<file path="config.mk">
export PLATFORM = sky130hd
export DESIGN_NAME = pipe_ctrl
export DESIGN_NICKNAME = d
export VERILOG_FILES = /design/src/rtl/pipe_ctrl_pkg.sv /design/src/rtl/pipe_ctrl_stall_encode.sv /design/src/rtl/pipe_ctrl.sv
export SDC_FILE = /design/constraint.sdc
export NUM_CORES = 1
export LEC_CHECK = 0
export BUFFER_PORTS_ARGS = -buffer_cell sky130_fd_sc_hd__buf_2
export CORE_ASPECT_RATIO = 1.4
export CORE_UTILIZATION = 53
export DETAILED_ROUTE_END_ITERATION = 8
export GPL_ROUTABILITY_DRIVEN = 1
export PLACE_DENSITY_LB_ADDON = 0.05
export SLEW_MARGIN = 20
export SYNTH_ARGS = -nofsm -noshare
export SYNTH_HDL_FRONTEND = slang
export SYNTH_SLANG_ARGS = --single-unit
</file>
<file path="constraint.sdc">
create_clock -name clk -period 3.9 [get_ports clk]
set_input_delay 0.195 -clock clk [delete_from_list [all_inputs] [get_ports clk]]
set_output_delay 0.195 -clock clk [all_outputs]
set_load 0.005 [all_outputs]
</file>
<file path="src/rtl/pipe_ctrl_pkg.sv">
`default_nettype none
// +----------------------------------------------------------------------------+
// | Module  : pipe_ctrl_pkg                                                    |
// | Purpose : Shared types and constants for the pipeline controller: FSM      |
// |           state encoding, stall vector width, stage indices and the        |
// |           Stop/NoStop values seen by each pipeline register.               |
// | Ports   : none (package)                                                   |
// | Rev     : 1.0  initial release                                             |
// +----------------------------------------------------------------------------+
package pipe_ctrl_pkg;

  localparam int STALL_W = 7;
  localparam int REQ_W   = 6;

  localparam logic [STALL_W-1:0] STALL_ALL  = 7'h7F;
  localparam logic [STALL_W-1:0] STALL_NONE = 7'h00;

  // Per-register freeze values
  localparam logic STOP    = 1'b1;
  localparam logic NO_STOP = 1'b0;

  // Pipeline register indices within the stall vector
  localparam int STAGE_PC     = 0;
  localparam int STAGE_IF     = 1;
  localparam int STAGE_ID     = 2;
  localparam int STAGE_EX     = 3;
  localparam int STAGE_EX_MEM = 4;
  localparam int STAGE_MEM_WB = 5;
  localparam int STAGE_COMMIT = 6;

  typedef enum logic [1:0] {
    ST_RUN       = 2'd0,
    ST_FLUSH     = 2'd1,
    ST_IDLE_WAIT = 2'd2
  } state_t;

endpackage : pipe_ctrl_pkg
`default_nettype wire

</file>
<file path="src/rtl/pipe_ctrl_stall_encode.sv">
`default_nettype none
// +----------------------------------------------------------------------------+
// | Module  : stall_encode                                                     |
// | Purpose : Turns the 6-bit per-stage stall request into the 7-bit           |
// |           thermometer stall vector: the highest requesting stage k freezes |
// |           registers 0..k, everything downstream keeps flowing.             |
// | Ports   : stallreq [5:0] in  - level stall requests                        |
// |           stall    [6:0] out - thermometer freeze vector                   |
// | Rev     : 1.0  initial release                                             |
// +----------------------------------------------------------------------------+
module stall_encode
  import pipe_ctrl_pkg::*;
(
  input  logic [REQ_W-1:0]   stallreq,
  output logic [STALL_W-1:0] stall
);

  // Register k is frozen when any stage at or beyond k asks for a stall
  for (genvar k = 0; k < REQ_W; k++) begin : g_therm
    assign stall[k] = |stallreq[REQ_W-1:k];
  end

  // Commit register never freezes on a plain stall request
  assign stall[STAGE_COMMIT] = NO_STOP;

endmodule : stall_encode
`default_nettype wire

</file>
<file path="src/rtl/pipe_ctrl.sv">
`default_nettype none
// +----------------------------------------------------------------------------+
// | Module  : pipe_ctrl                                                        |
// | Purpose : Central pipeline controller. Merges stall requests, sequences    |
// |           exception/ertn redirects into a one-cycle flush with new PC,     |
// |           parks the core in IDLE until an interrupt, and keeps stall       |
// |           statistics plus a stall watchdog.                                |
// | Ports   : clk, rst (async, active-high)                                    |
// |           stallreq[5:0], excp_valid, excp_entry[31:0], ertn_valid,         |
// |           ertn_era[31:0], idle_valid, int_pending                  (in)    |
// |           stall[6:0] (comb), flush, new_pc[31:0], idle_state,              |
// |           stall_cycles[CNT_W-1:0], stall_timeout                   (out)   |
// | Rev     : 1.0  initial release                                             |
// +----------------------------------------------------------------------------+
module pipe_ctrl
  import pipe_ctrl_pkg::*;
#(
  parameter int STALL_TIMEOUT = 1024,
  parameter int CNT_W         = 32
) (
  input  logic               clk,
  input  logic               rst,
  input  logic [REQ_W-1:0]   stallreq,
  input  logic               excp_valid,
  input  logic [31:0]        excp_entry,
  input  logic               ertn_valid,
  input  logic [31:0]        ertn_era,
  input  logic               idle_valid,
  input  logic               int_pending,
  output logic [STALL_W-1:0] stall,
  output logic               flush,
  output logic [31:0]        new_pc,
  output logic               idle_state,
  output logic [CNT_W-1:0]   stall_cycles,
  output logic               stall_timeout
);

  localparam int WD_W = $clog2(STALL_TIMEOUT + 1);
  localparam logic [WD_W-1:0] WD_MAX  = WD_W'(STALL_TIMEOUT);
  localparam logic [WD_W-1:0] WD_LAST = WD_W'(STALL_TIMEOUT - 1);

  state_t             state;
  state_t             state_nxt;
  logic [STALL_W-1:0] req_stall;
  logic               pc_load;
  logic [31:0]        pc_target;
  logic [WD_W-1:0]    wd_cnt;
  logic               wd_hit;

  stall_encode u_stall_encode (
    .stallreq (stallreq),
    .stall    (req_stall)
  );

  // Next-state and combinational stall
  always_comb begin
    state_nxt = state;
    stall     = STALL_NONE;
    pc_load   = 1'b0;
    pc_target = excp_entry;
    case (state)
      ST_RUN: begin
        if (excp_valid) begin
          stall     = STALL_ALL;
          state_nxt = ST_FLUSH;
          pc_load   = 1'b1;
        end else if (ertn_valid) begin
          stall     = STALL_ALL;
          state_nxt = ST_FLUSH;
          pc_load   = 1'b1;
          pc_target = ertn_era;
        end else if (idle_valid) begin
          stall     = STALL_ALL;
          state_nxt = ST_IDLE_WAIT;
        end else begin
          stall     = req_stall;
        end
      end
      ST_FLUSH: begin
        // Flush cycle ignores every request
        state_nxt = ST_RUN;
      end
      ST_IDLE_WAIT: begin
        stall = STALL_ALL;
        if (excp_valid) begin
          state_nxt = ST_FLUSH;
          pc_load   = 1'b1;
        end else if (int_pending) begin
          state_nxt = ST_RUN;
        end
      end
      default: state_nxt = ST_RUN;
    endcase
  end

  // flush/idle_state are registered copies of the state being entered
  always_ff @(posedge clk or posedge rst) begin
    if (rst) begin
      state      <= ST_RUN;
      flush      <= 1'b0;
      idle_state <= 1'b0;
      new_pc     <= 32'h0;
    end else begin
      state      <= state_nxt;
      flush      <= (state_nxt == ST_FLUSH);
      idle_state <= (state_nxt == ST_IDLE_WAIT);
      if (pc_load) begin
        new_pc <= pc_target;
      end
    end
  end

  // Watchdog: consecutive RUN cycles with a pending stall request
  assign wd_hit = (state == ST_RUN) && (stallreq != '0);

  always_ff @(posedge clk or posedge rst) begin
    if (rst) begin
      wd_cnt        <= '0;
      stall_timeout <= 1'b0;
    end else begin
      if (!wd_hit) begin
        wd_cnt <= '0;
      end else if (wd_cnt != WD_MAX) begin
        wd_cnt <= wd_cnt + 1'b1;
      end
      // Count reaches the limit on this edge (or already sits there)
      if (wd_hit && (wd_cnt >= WD_LAST)) begin
        stall_timeout <= 1'b1;
      end
    end
  end

  // Saturating statistics of cycles with the PC register frozen
  always_ff @(posedge clk or posedge rst) begin
    if (rst) begin
      stall_cycles <= '0;
    end else if ((stall[STAGE_PC] == STOP) && (stall_cycles != '1)) begin
      stall_cycles <= stall_cycles + 1'b1;
    end
  end

endmodule : pipe_ctrl
`default_nettype wire

</file>
# Word-level counts from Yosys, hierarchy flattened
# Cells that the tools add are included.
[totals] romBits=0 output_inout_bits=74 word_cells=45 inputBits=76 reg_bits=80 ramBits=0 n_memories=0 latch_bits=0
[classes] shift=0 multipliers=0 order_cmp=1 eq_ne=6 add_sub_neg=2 muxes=19 div_mod_pow=0 n_bitwise=0 n_reduce_logical=10
[ops] operator="32-bit two-way mux" count=3
[ops] operator="32-bit by 1-bit adder with 32-bit output (second input constant)" count=1
[ops] operator="32-bit != test (second input constant)" count=1
[ops] operator="11-bit two-way mux" count=2
[ops] operator="7-bit two-way mux" count=3
[ops] operator="7-bit one-hot mux with 2 select lines" count=1
[ops] operator="11-bit by 1-bit adder with 11-bit output (second input constant)" count=1
[ops] operator="11-bit by 10-bit >= comparator with 1-bit output (second input constant)" count=1
[ops] operator="11-bit != test (second input constant)" count=1
[ops] operator="2-bit two-way mux" count=5
[ops] operator="6-bit nonzero test" count=1
[ops] operator="6-bit OR reduction" count=1
[ops] operator="5-bit OR reduction" count=1
[ops] operator="2-bit equality test (second input constant)" count=2
[ops] operator="2-bit one-hot mux with 2 select lines" count=1
[ops] operator="4-bit OR reduction" count=1
[ops] operator="1-bit logical AND" count=3
[ops] operator="1-bit two-way mux" count=3
[ops] operator="3-bit OR reduction" count=1
[ops] operator="2-bit by 1-bit equality test with 1-bit output (second input constant)" count=1
[ops] operator="2-bit logical NOT" count=1
[ops] operator="2-bit by 1-bit != test with 1-bit output (second input constant)" count=1
[ops] operator="1-bit one-hot mux with 2 select lines" count=1
[ops] operator="2-bit OR reduction" count=1

# Depth between registers and ports, before layout
# Gate-level depths: netlist of run 1.
[depth] depth_word=6 mapped_depth=8

# Hierarchy
# Synthesis of run 1 repeated with hierarchy kept, for this count alone.
[unflattened] hier_cells=397 hier_area_um2=3849.9
[by_module_without_submodules] mod="pipe_ctrl" n_inst=1 cells_per_inst=389 area_per_inst_um2=3793.6
[by_module_without_submodules] mod="stall_encode" n_inst=1 cells_per_inst=8 area_per_inst_um2=56.3

# Least setup slack after synthesis of run 1
# No wires, ideal clock.
[synth_timing] path_kind="register to register" start="register stall_cycles[0]" end="register stall_cycles[1]" setup_slack_ps=2145 n_path_buf=1 synth_period_minus_slack_ps=1755 t_arrival_ps=1630 stages_incl_launch_ff=8 required_ps=3775 path_cell_list="dfrtp_1 > ha_1 > nand3_1 > nor2_1 > and3_1 > buf_6 > nor2_4 > mux2_4"
[synth_between] elab_chain_len=2 word_cells_on_any_way=3 classes_between="1 x add/sub; 1 x eq/ne; 1 x reduce/logical"
[synth_rtl] item="start, declared" line_no="pipe_ctrl.sv:34" source="output logic [CNT_W-1:0] stall_cycles,"
[synth_rtl] item="start signal, assigned" line_no="pipe_ctrl.sv:138" source="stall_cycles <= stall_cycles + 1'b1;"
[synth_rtl] item="branches (longest 2 deep; another with 32-bit by 1-bit adder with 32-bit output)"
# Several ways; the timed one is not identified.
# A chain may end at the register's enable or synchronous reset.

# Worst setup path in the final report of run 1
# Same ends and word-level chain as after synthesis.

==> metrics.txt, run 1 <==
status=completed; initial antenna violation count=0; worst hold path class=in2reg; Async SR Flop Fraction=1.00; crit path time final=2.34 ns; Critical-path top delay cell=and3_1; dpl ws=1.60 ns; Final Slew Violations=0; CTS clock-pin slew for the worst setup and hold paths=0.08 ns; max-cap violations=0; peak supply drop=249 uV; RD Place Congestion=0.838; Max-slew headroom=0.541; routed len/inst=14.6 um; cell area after synthesis=just under 0.004 mm^2; Power Density=about 450 mW/mm^2; CTS Buf Count=9; gr ovfl total=0; register bit total from synthesis=80; Post-Syn Nets=roughly 470; number of global-route vias before repair=3206; CP Class=reg2reg; initial drt markers=129; worst slew pin tran=0.689 ns; Startpoint Class=flip-flop; commonest non-fill, non-tap cell in the layout=buf_2; Worst setup EP type=flip-flop; DP HPWL=roughly 7000 um; H-tree depth=3; n_diodes=0; Final Hold Viols=0; Final setup viols=0; CTS sink cnt=80; clock latency on the worst-skew pair=about 0.36 ns; most frequent cells in the layout=buf_2 (149), dfrtp_1 (80), nand2_1 (48), o21ai_0 (37), xor2_1 (33); Top FF cell, synth=dfrtp_1; Netlist cell types=45; r2r setup slk=1.56 ns; CP Data Required Time=4.15 ns; drt total wl=9320 um; height of the die=between 100 and 150 um; initial core utilization=0.554; first-pass GRT wire length=14800 um; GRT Util Overall=0.258; Post-synth EDFFs=0; DRT antenna net count=0; total iterations of the first detailed-routing run=4; setup total negative slack=0 ns; crit path DAT=around 2.6 ns; via count=3384; Bufs on Longest Clock Path=2; IO Count=150; DR DRC count=0; CTS tree=yes; die area=0.00770 mm^2; largest net degree at the start of global routing=42; Die Wd=74.4 um; fmax=0.427 GHz; root buf cell=clkbuf_8; syn_area_per_cell=9.93 um^2; sequential fraction of the synthesis area=0.514; site row count=36; Placed Cells=between 600 and 700; crit-path cells=ha_1 > nand3_1 > nor2_1 > and3_1 > nor2_4 > mux2_4; fraction of layout cells with a size suffix above 1=0.352; Leak Pwr=between 2 and 2.5 nW; Post-Synthesis Cells=392; Avg Vias per Cell=approximately 5.3; CP Max Fanout=17; fin worst setup slack=1.56 ns; core box area=0.00703 mm^2; Ys Warns=0; Fin Clk Skew=0.00768 ns; Area Growth Syn to Fin=26.6%; final worst path period share=0.600; total power=2.20 mW; nets=616; RSZ-0062 raised after global routing=no; port bufs=149; Largest stage delay, worst path=0.69 ns; CTS-repair resized insts=0; hold slack=between 0.1 and 0.15 ns; Cell Count, Final, Fillers Out=about 640
## power breakdown
| part | switching [mW] | internal, mW |
|---|---|---|
| Clock | 0.287 | 0.329 |
| Combinational | 0.265 | 0.245 |
| Sequential | 0.116 | 0.960 |
## critical path: cells and delay by family, from the launching register on
kind                       cells  cell delay [ns]
adders and majority gates      1             0.20
muxes                          1             0.31
and+or+nand+nor                4             1.29
DFF                            1             0.43
## worst paths after layout
path | endpoint | from | cells past startpoint
worst max register to register | stall_cycles[1] | stall_cycles[0] | 6
worst min-delay path | new_pc[14] | excp_entry[14] | 3
max in group asynchronous | new_pc[2] | rst | 4
min in group asynchronous | stall_cycles[17] | rst | 3
worst max-delay path | stall_cycles[1] | stall_cycles[0] | 6
worst min register to register | new_pc[14] | new_pc[14] | 2
## synthesized netlist by cell type, types with 2 or more instances
| master | count | area share |
|---|---|---|
| xnor2_1 | 5 | 0.011 |
| nor4b_1 | 2 | 0.0045 |
| o22ai_1 | 32 | 0.051 |
| nor3_1 | 19 | 0.024 |
| a21oi_1 | 4 | 0.0051 |
| a21o_1 | 3 | 0.0058 |
| nor2_1 | 23 | 0.022 |
| clkbuf_1 | 13 | 0.013 |
| nand4_1 | 9 | 0.014 |
| nor4_1 | 6 | 0.0096 |
| nand3_1 | 16 | 0.021 |
| buf_2 | 4 | 0.0051 |
| buf_6 | 2 | 0.0058 |
| ha_1 | 3 | 0.0096 |
| nand2_1 | 48 | 0.046 |
| dfrtp_1 | 80 | 0.51 |
| nor3b_1 | 3 | 0.0058 |
| xor2_1 | 33 | 0.074 |
| nor4_2 | 5 | 0.016 |
| or2_2 | 2 | 0.0032 |
| o21ai_0 | 38 | 0.049 |
| inv_1 | 12 | 0.012 |
| or3_1 | 2 | 0.0032 |
| nor2_4 | 2 | 0.0058 |
| and3_1 | 6 | 0.0096 |
## area by class of cell
cell class	count	area, um^2
fillers	550	2100
clock inverters	3	40.0
clock buffers	13	159
well taps	95	119
flip-flops and latches	80	2000
repair buffers	155	813
inverters	12	46.3
multi-input cells	279	1750
## metal layers
layer | up-vias | global-route usage | wire [um]
met1 | 1572 | 0.295 | 3700
li1 | 1670 | - | -
met5 | - | 0 | 0
met2 | 126 | 0.444 | 4800
met4 | 0 | 0.138 | 264
met3 | 16 | 0.0562 | 548
## registers in the layout (all words and copies together) (netlist names)
signal,flops
flush,1
wd_cnt,11
new_pc,32
state,2
stall_timeout,1
idle_state,1
stall_cycles,32
## what timing repair did
action / CTS / global route
hold buffers: 1 / 0
endpoints found under the hold margin: 39 / 0
setup buffers: 0 / 0
## through the flow
| stage | cell area, um^2 | utilization |
|---|---|---|
| floorplan | 3890 | - |
| global placement | 4690 | 0.667 |
| detailed placement | 4720 | 0.671 |
| CTS | 4930 | 0.701 |
| global route | 4930 | 0.701 |
| finish | 4930 | 0.701 |
## kinds of logic after synthesis
group,share of synthesized area
AO/OA/AOI/OAI,0.128
XOR/XNOR,0.0855
adder cells (fa/ha/maj),0.00964
buffers and inverters,0.0411
flip-flops,0.514
multiplexers,0.00675
AND/OR/NAND/NOR,0.214
Power figures use the tool's default switching activity.
==> run 2: changes to the inputs <==
CORE_UTILIZATION = 44   (was 53)
clock period = 2.1 ns   (was 3.9 ns; I/O delays follow)
==> metrics.txt, run 2 (synthesis gave the netlist of run 1 again) <==
Final Slew Violations=0; routed len/inst=14.5 um; via count=between 3000 and 4000; Top Metal Used=met4; commonest non-fill, non-tap cell in the layout=buf_2; final worst path period share=0.941; CP Class=reg2out; max-cap violations=0; Max-slew headroom=0.560; met2 wire len=roughly 4700 um; CTS clock-pin slew for the worst setup and hold paths=0.06 ns; core box area=0.00856 mm^2; setup total negative slack=0 ns; port bufs=around 150; fmax=0.506 GHz; gr ovfl total=0; DP HPWL=7000 um; met1 WL=3930 um; WL met3=about 640 um; CP Max Fanout=7; RSZ-0062 raised after global routing=no; fraction of layout cells with a size suffix above 1=0.359; post-CTS setup buffer count=0; initial drt markers=approximately 150; height of the die=113 um; nets=~620; FF+latch area=0.00200 mm^2; Area Growth Syn to Fin=30.3%; crit path time final=approximately 2.0 ns; Leak Pwr=2.51 nW; Regs by FF count=new_pc: 32 flops, stall_cycles: 32 flops, wd_cnt: 11 flops; GRT Util Overall=0.226; CTS sink cnt=80; H-tree depth=3; worst slew pin tran=0.657 ns; Layout fillers=771; first-pass GRT wire length=15700 um; initial core utilization=0.455; IO Count=150; Startpoint Class=flip-flop; initial antenna violation count=0; Power Density=850 mW/mm^2; post-layout util=0.593; drt total wl=9480 um; Fin Clk Skew=0.00702 ns; n_diodes=0; Avg Vias per Cell=5.29; Final Hold Viols=0; DRT antenna net count=0; CP Data Required Time=around 2.0 ns; fin area=0.00507 mm^2; clock latency on the worst-skew pair=approximately 0.33 ns; worst hold path class=in2reg; Final setup viols=0; total power=4.31 mW; largest net degree at the start of global routing=between 80 and 90; Bufs on Longest Clock Path=2; CTS tree=yes; Worst setup EP type=primary output; die area=0.00923 mm^2; total iterations of the first detailed-routing run=4; CTS Buf Count=9; peak supply drop=about 560 uV; root buf cell=clkbuf_16; Die Wd=81.5 um; RD Place Congestion=0.818; crit path DAT=1.87 ns; site row count=40; most frequent cells in the layout=buf_2 (149), dfrtp_1 (80), nand2_1 (48), o21ai_0 (37), xor2_1 (33); number of global-route vias before repair=roughly 3400; multi-input logic area=0.00176 mm^2; status=completed; DR DRC count=0; DP Area=0.00480 mm^2
run 2: cell count changes in the layout (fill, tap and decap cells not counted), sizes merged:
cell,delta
clkinv,-2
bufinv,-1
buf,+8
clkbuf,+1
clkinvlp,+1
run 2: path summary, 6_finish.rpt:
check                      slack (ns)  depth (start not counted)               end            start
setup / recovery                 0.12                          6          stall[3]         state[1]
hold / removal                   0.06                          3        new_pc[22]   excp_entry[22]
setup reg to reg                 0.14                          7  stall_cycles[23]  stall_cycles[0]
hold reg to reg                  0.47                          2         new_pc[6]        new_pc[6]
max in group asynchronous        1.32                          4        new_pc[23]              rst
min in group asynchronous        0.41                          4         new_pc[0]              rst
run 2: critical path: stages (launching register included):
cell and delay [ns]:
dfrtp_1 0.48, nor4_4 0.34, nor2_4 0.10, nor2_1 0.23, inv_1 0.10, a21o_1 0.16
buf_2 0.13
run 2: cell type report:
class,instances,area share
clock buffer,14,0.0481
clock inverter,1,0.000987
inverter,12,0.00962
multi-input combinational,279,0.348
sequential,80,0.395
tap,105,0.0259
timing repair buffer,163,0.173
run 2: metal layers:
metal	up-vias	track usage
met2	140	0.372
met4	0	0.0881
li1	1693	-
met5	-	0
met3	13	0.0629
met1	1616	0.274
run 2: where the power goes:
group,leakage [nW],switching (mW),internal (mW)
Clock,0.121,0.570,0.794
Combinational,1.39,0.488,0.458
Sequential,1.00,0.214,1.79
Total,2.51,1.27,3.04
run 2: timing repair:
item                                   in CTS  in global routing
resized for setup                           0                  3
hold buffers                                1                  0
endpoints found under the hold margin      80                  0
setup endpoints to repair                   0                 15
run 2: stage by stage:
step           hold WS (ns)  worst slack (ns)  cells
2_1_floorplan         0.301             0.345    392
3_3_place_gp          0.259             0.177    638
3_5_place_dp          0.268            0.0965    638
4_1_cts              0.0493            0.0759    654
5_1_grt              0.0718           0.00111    654
6_report             0.0552             0.123    654
==> run 3: changes to the inputs <==
ABC_AREA = 1   (was default)
CELL_PAD_IN_SITES_DETAIL_PLACEMENT = 1   (was default)
CELL_PAD_IN_SITES_GLOBAL_PLACEMENT = 1   (was default)
CORE_UTILIZATION = 32   (was 44)
TNS_END_PERCENT = 30   (was default)
==> metrics.txt, run 3 <==
post-layout util=0.419; Post-Syn Nets=755; Layout fillers=1943; Fin Clk Skew=0.0116 ns; height of the die=146 um; CTS tree=yes; GRT Util Overall=0.206; initial antenna violation count=0; Regs by FF count=new_pc: 32 flops, stall_cycles: 32 flops, wd_cnt: 11 flops; CP Class=reg2out; Top FF cell, synth=dfrtp_1; hold path depth=3; Async SR Flop Fraction=1.00; Worst Hold Launch=ertn_era[11]; Power Density=797 mW/mm^2; max-cap violations=0; total iterations of the first detailed-routing run=4; routed len/inst=14.4 um; setup total negative slack=0 ns; RR Endpoint=stall_cycles[26]; worst slew pin tran=0.651 ns; Startpoint Class=flip-flop; first-pass GRT wire length=25000 um; nets=909; die area=0.0153 mm^2; Reg2Reg Depth=10; n_diodes=0; initial core utilization=0.328; register bit total from synthesis=80; initial drt markers=140; CTS sink cnt=80; gr ovfl total=0; RD Place Congestion=0.812; Netlist cell types=30; syn_area_per_cell=7.00 um^2; Area Growth Syn to Fin=27.9%; r2r setup slk=0.22 ns; largest net degree at the start of global routing=81; Final setup viols=0; post-CTS setup buffer count=0; Avg Vias per Cell=approximately 4.7; peak supply drop=~370 uV; DR DRC count=0; CTS clock-pin slew for the worst setup and hold paths=around 0.06 ns; drt total wl=14800 um; Post-Synthesis Cells=676; hold slack=roughly 0.0073 ns; fmax=around 0.53 GHz; root buf cell=clkbuf_16; DP HPWL=approximately 12000 um; Worst setup EP type=primary output; RSZ-0062 raised after global routing=no; H-tree depth=3; Final Hold Viols=0; Final Slew Violations=0; core box area=around 0.014 mm^2; Bufs on Longest Clock Path=2; sequential fraction of the synthesis area=0.423; clock latency on the worst-skew pair=approximately 0.34 ns; IO Count=150; fin area=between 0.006 and 0.007 mm^2; Synth area leaders=dfrtp_1 (42%), nand2_1 (19%), inv_1 (8.7%); via count=about 4800; crit path time final=1.90 ns; CTS Buf Count=9; RR Startpoint=stall_cycles[1]; CP Max Fanout=3; Leak Pwr=3.30 nW; final worst path period share=0.903; worst hold path class=in2reg; Min-Delay Endpoint=new_pc[11]; status=completed; Die Wd=105 um; fraction of layout cells with a size suffix above 1=0.236; crit path DAT=1.79 ns; cell area after synthesis=about 0.0047 mm^2; DRT antenna net count=0; site row count=52; Commonest cells post-synth=nand2_1 (242), inv_1 (110), dfrtp_1 (80), nor2_1 (63), o21ai_0 (42); number of global-route vias before repair=5139; Ys Warns=0; Synth area leader=dfrtp_1; count leader, synth=nand2_1; most frequent cells in the layout=nand2_1 (242), buf_2 (149), inv_1 (109), dfrtp_1 (80), nor2_1 (63); commonest non-fill, non-tap cell in the layout=nand2_1; Synth top area share=0.423; Max-slew headroom=0.564; DP Area=0.00572 mm^2; Post-synth EDFFs=0; port bufs=149; CP Data Required Time=2.00 ns
## run 3: changes by cell type after synthesis, moves of 10 or more
cell      delta
nand2_2     +10
nand3_1     +11
xor2_1      -25
o211ai_1    +32
nand2_1    +194
nor2_1      +40
inv_1       +98
o22ai_1     -32
nor3_1      -14
## run 3: power breakdown
group / internal, mW / switching [mW] / leakage (nW)
logic: 0.486 / 0.689 / 2.10
clock network: 1.04 / 0.649 / 0.150
registers: 1.77 / 0.186 / 1.05
## run 3: worst max-delay path by stage
stage                     from                to  slack, ns  depth (start not counted)
3_5_place_dp   stall_cycles[1]  stall_cycles[14]       0.24                         10
2_1_floorplan  stall_cycles[0]  stall_cycles[11]       0.40                         11
3_3_place_gp   stall_cycles[1]  stall_cycles[28]       0.29                         10
4_1_cts               state[1]          stall[1]       0.15                          6
5_1_grt               state[1]          stall[1]       0.01                          6
6_report              state[1]          stall[1]       0.20                          6
## run 3: area by class of cell
cell class,count,area (um^2),share of cell area
multi-input combinational,465,2200,0.363
sequential,80,2000,0.331
timing repair buffer,162,873,0.144
inverter,112,429,0.0709
tap,189,236,0.0391
clock buffer,11,233,0.0385
clock inverter,5,81.3,0.0134
## run 3: through the flow
| step | setup WS (ns) | power [mW] | instances |
|---|---|---|---|
| global placement | 0.289 | 3.15 | 1006 |
| finish | 0.203 | 4.82 | 1024 |
| floorplan | 0.400 | 2.65 | 676 |
| detailed placement | 0.240 | 3.18 | 1006 |
| global route | 0.0128 | 5.13 | 1024 |
| CTS | 0.149 | 4.91 | 1024 |
## run 3: worst max-delay path, stage by stage, from the launching register on
cell and delay, ns:
dfrtp_1 0.40, nor2_1 0.11, nand3_1 0.10, o21ai_0 0.36, o21ai_0 0.19, a21o_1 0.18
buf_2 0.12
## run 3: kinds of logic (layout without fill, tap and decap cells)
family                     count (synthesis)  after routing  share of synthesized area
AOI/OAI and AO/OA                         86             86                      0.109
xor gates and xnor gates                  14             14                     0.0259
adders and majority gates                  3              3                    0.00793
buffers and inverters                    131            290                      0.115
DFF                                       80             80                      0.423
and+or+nand+nor                          362            362                      0.319
## run 3: timing repair
action | 4_1_cts | 5_1_grt
gates resized for setup | 0 | 0
endpoints found under the hold margin | 81 | 0
hold buffers | 2 | 0
## run 3: per-layer routing
| layer | part of all wire | GRT usage | routed length (um) | vias to the layer above |
|---|---|---|---|---|
| met5 | 0 | 0 | 0 | - |
| met4 | 0.029 | 0.0831 | 432 | 0 |
| met3 | 0.045 | 0.0385 | 669 | 23 |
| met2 | 0.53 | 0.386 | 7830 | 118 |
| met1 | 0.40 | 0.225 | 5850 | 2253 |
| li1 | - | - | - | 2387 |
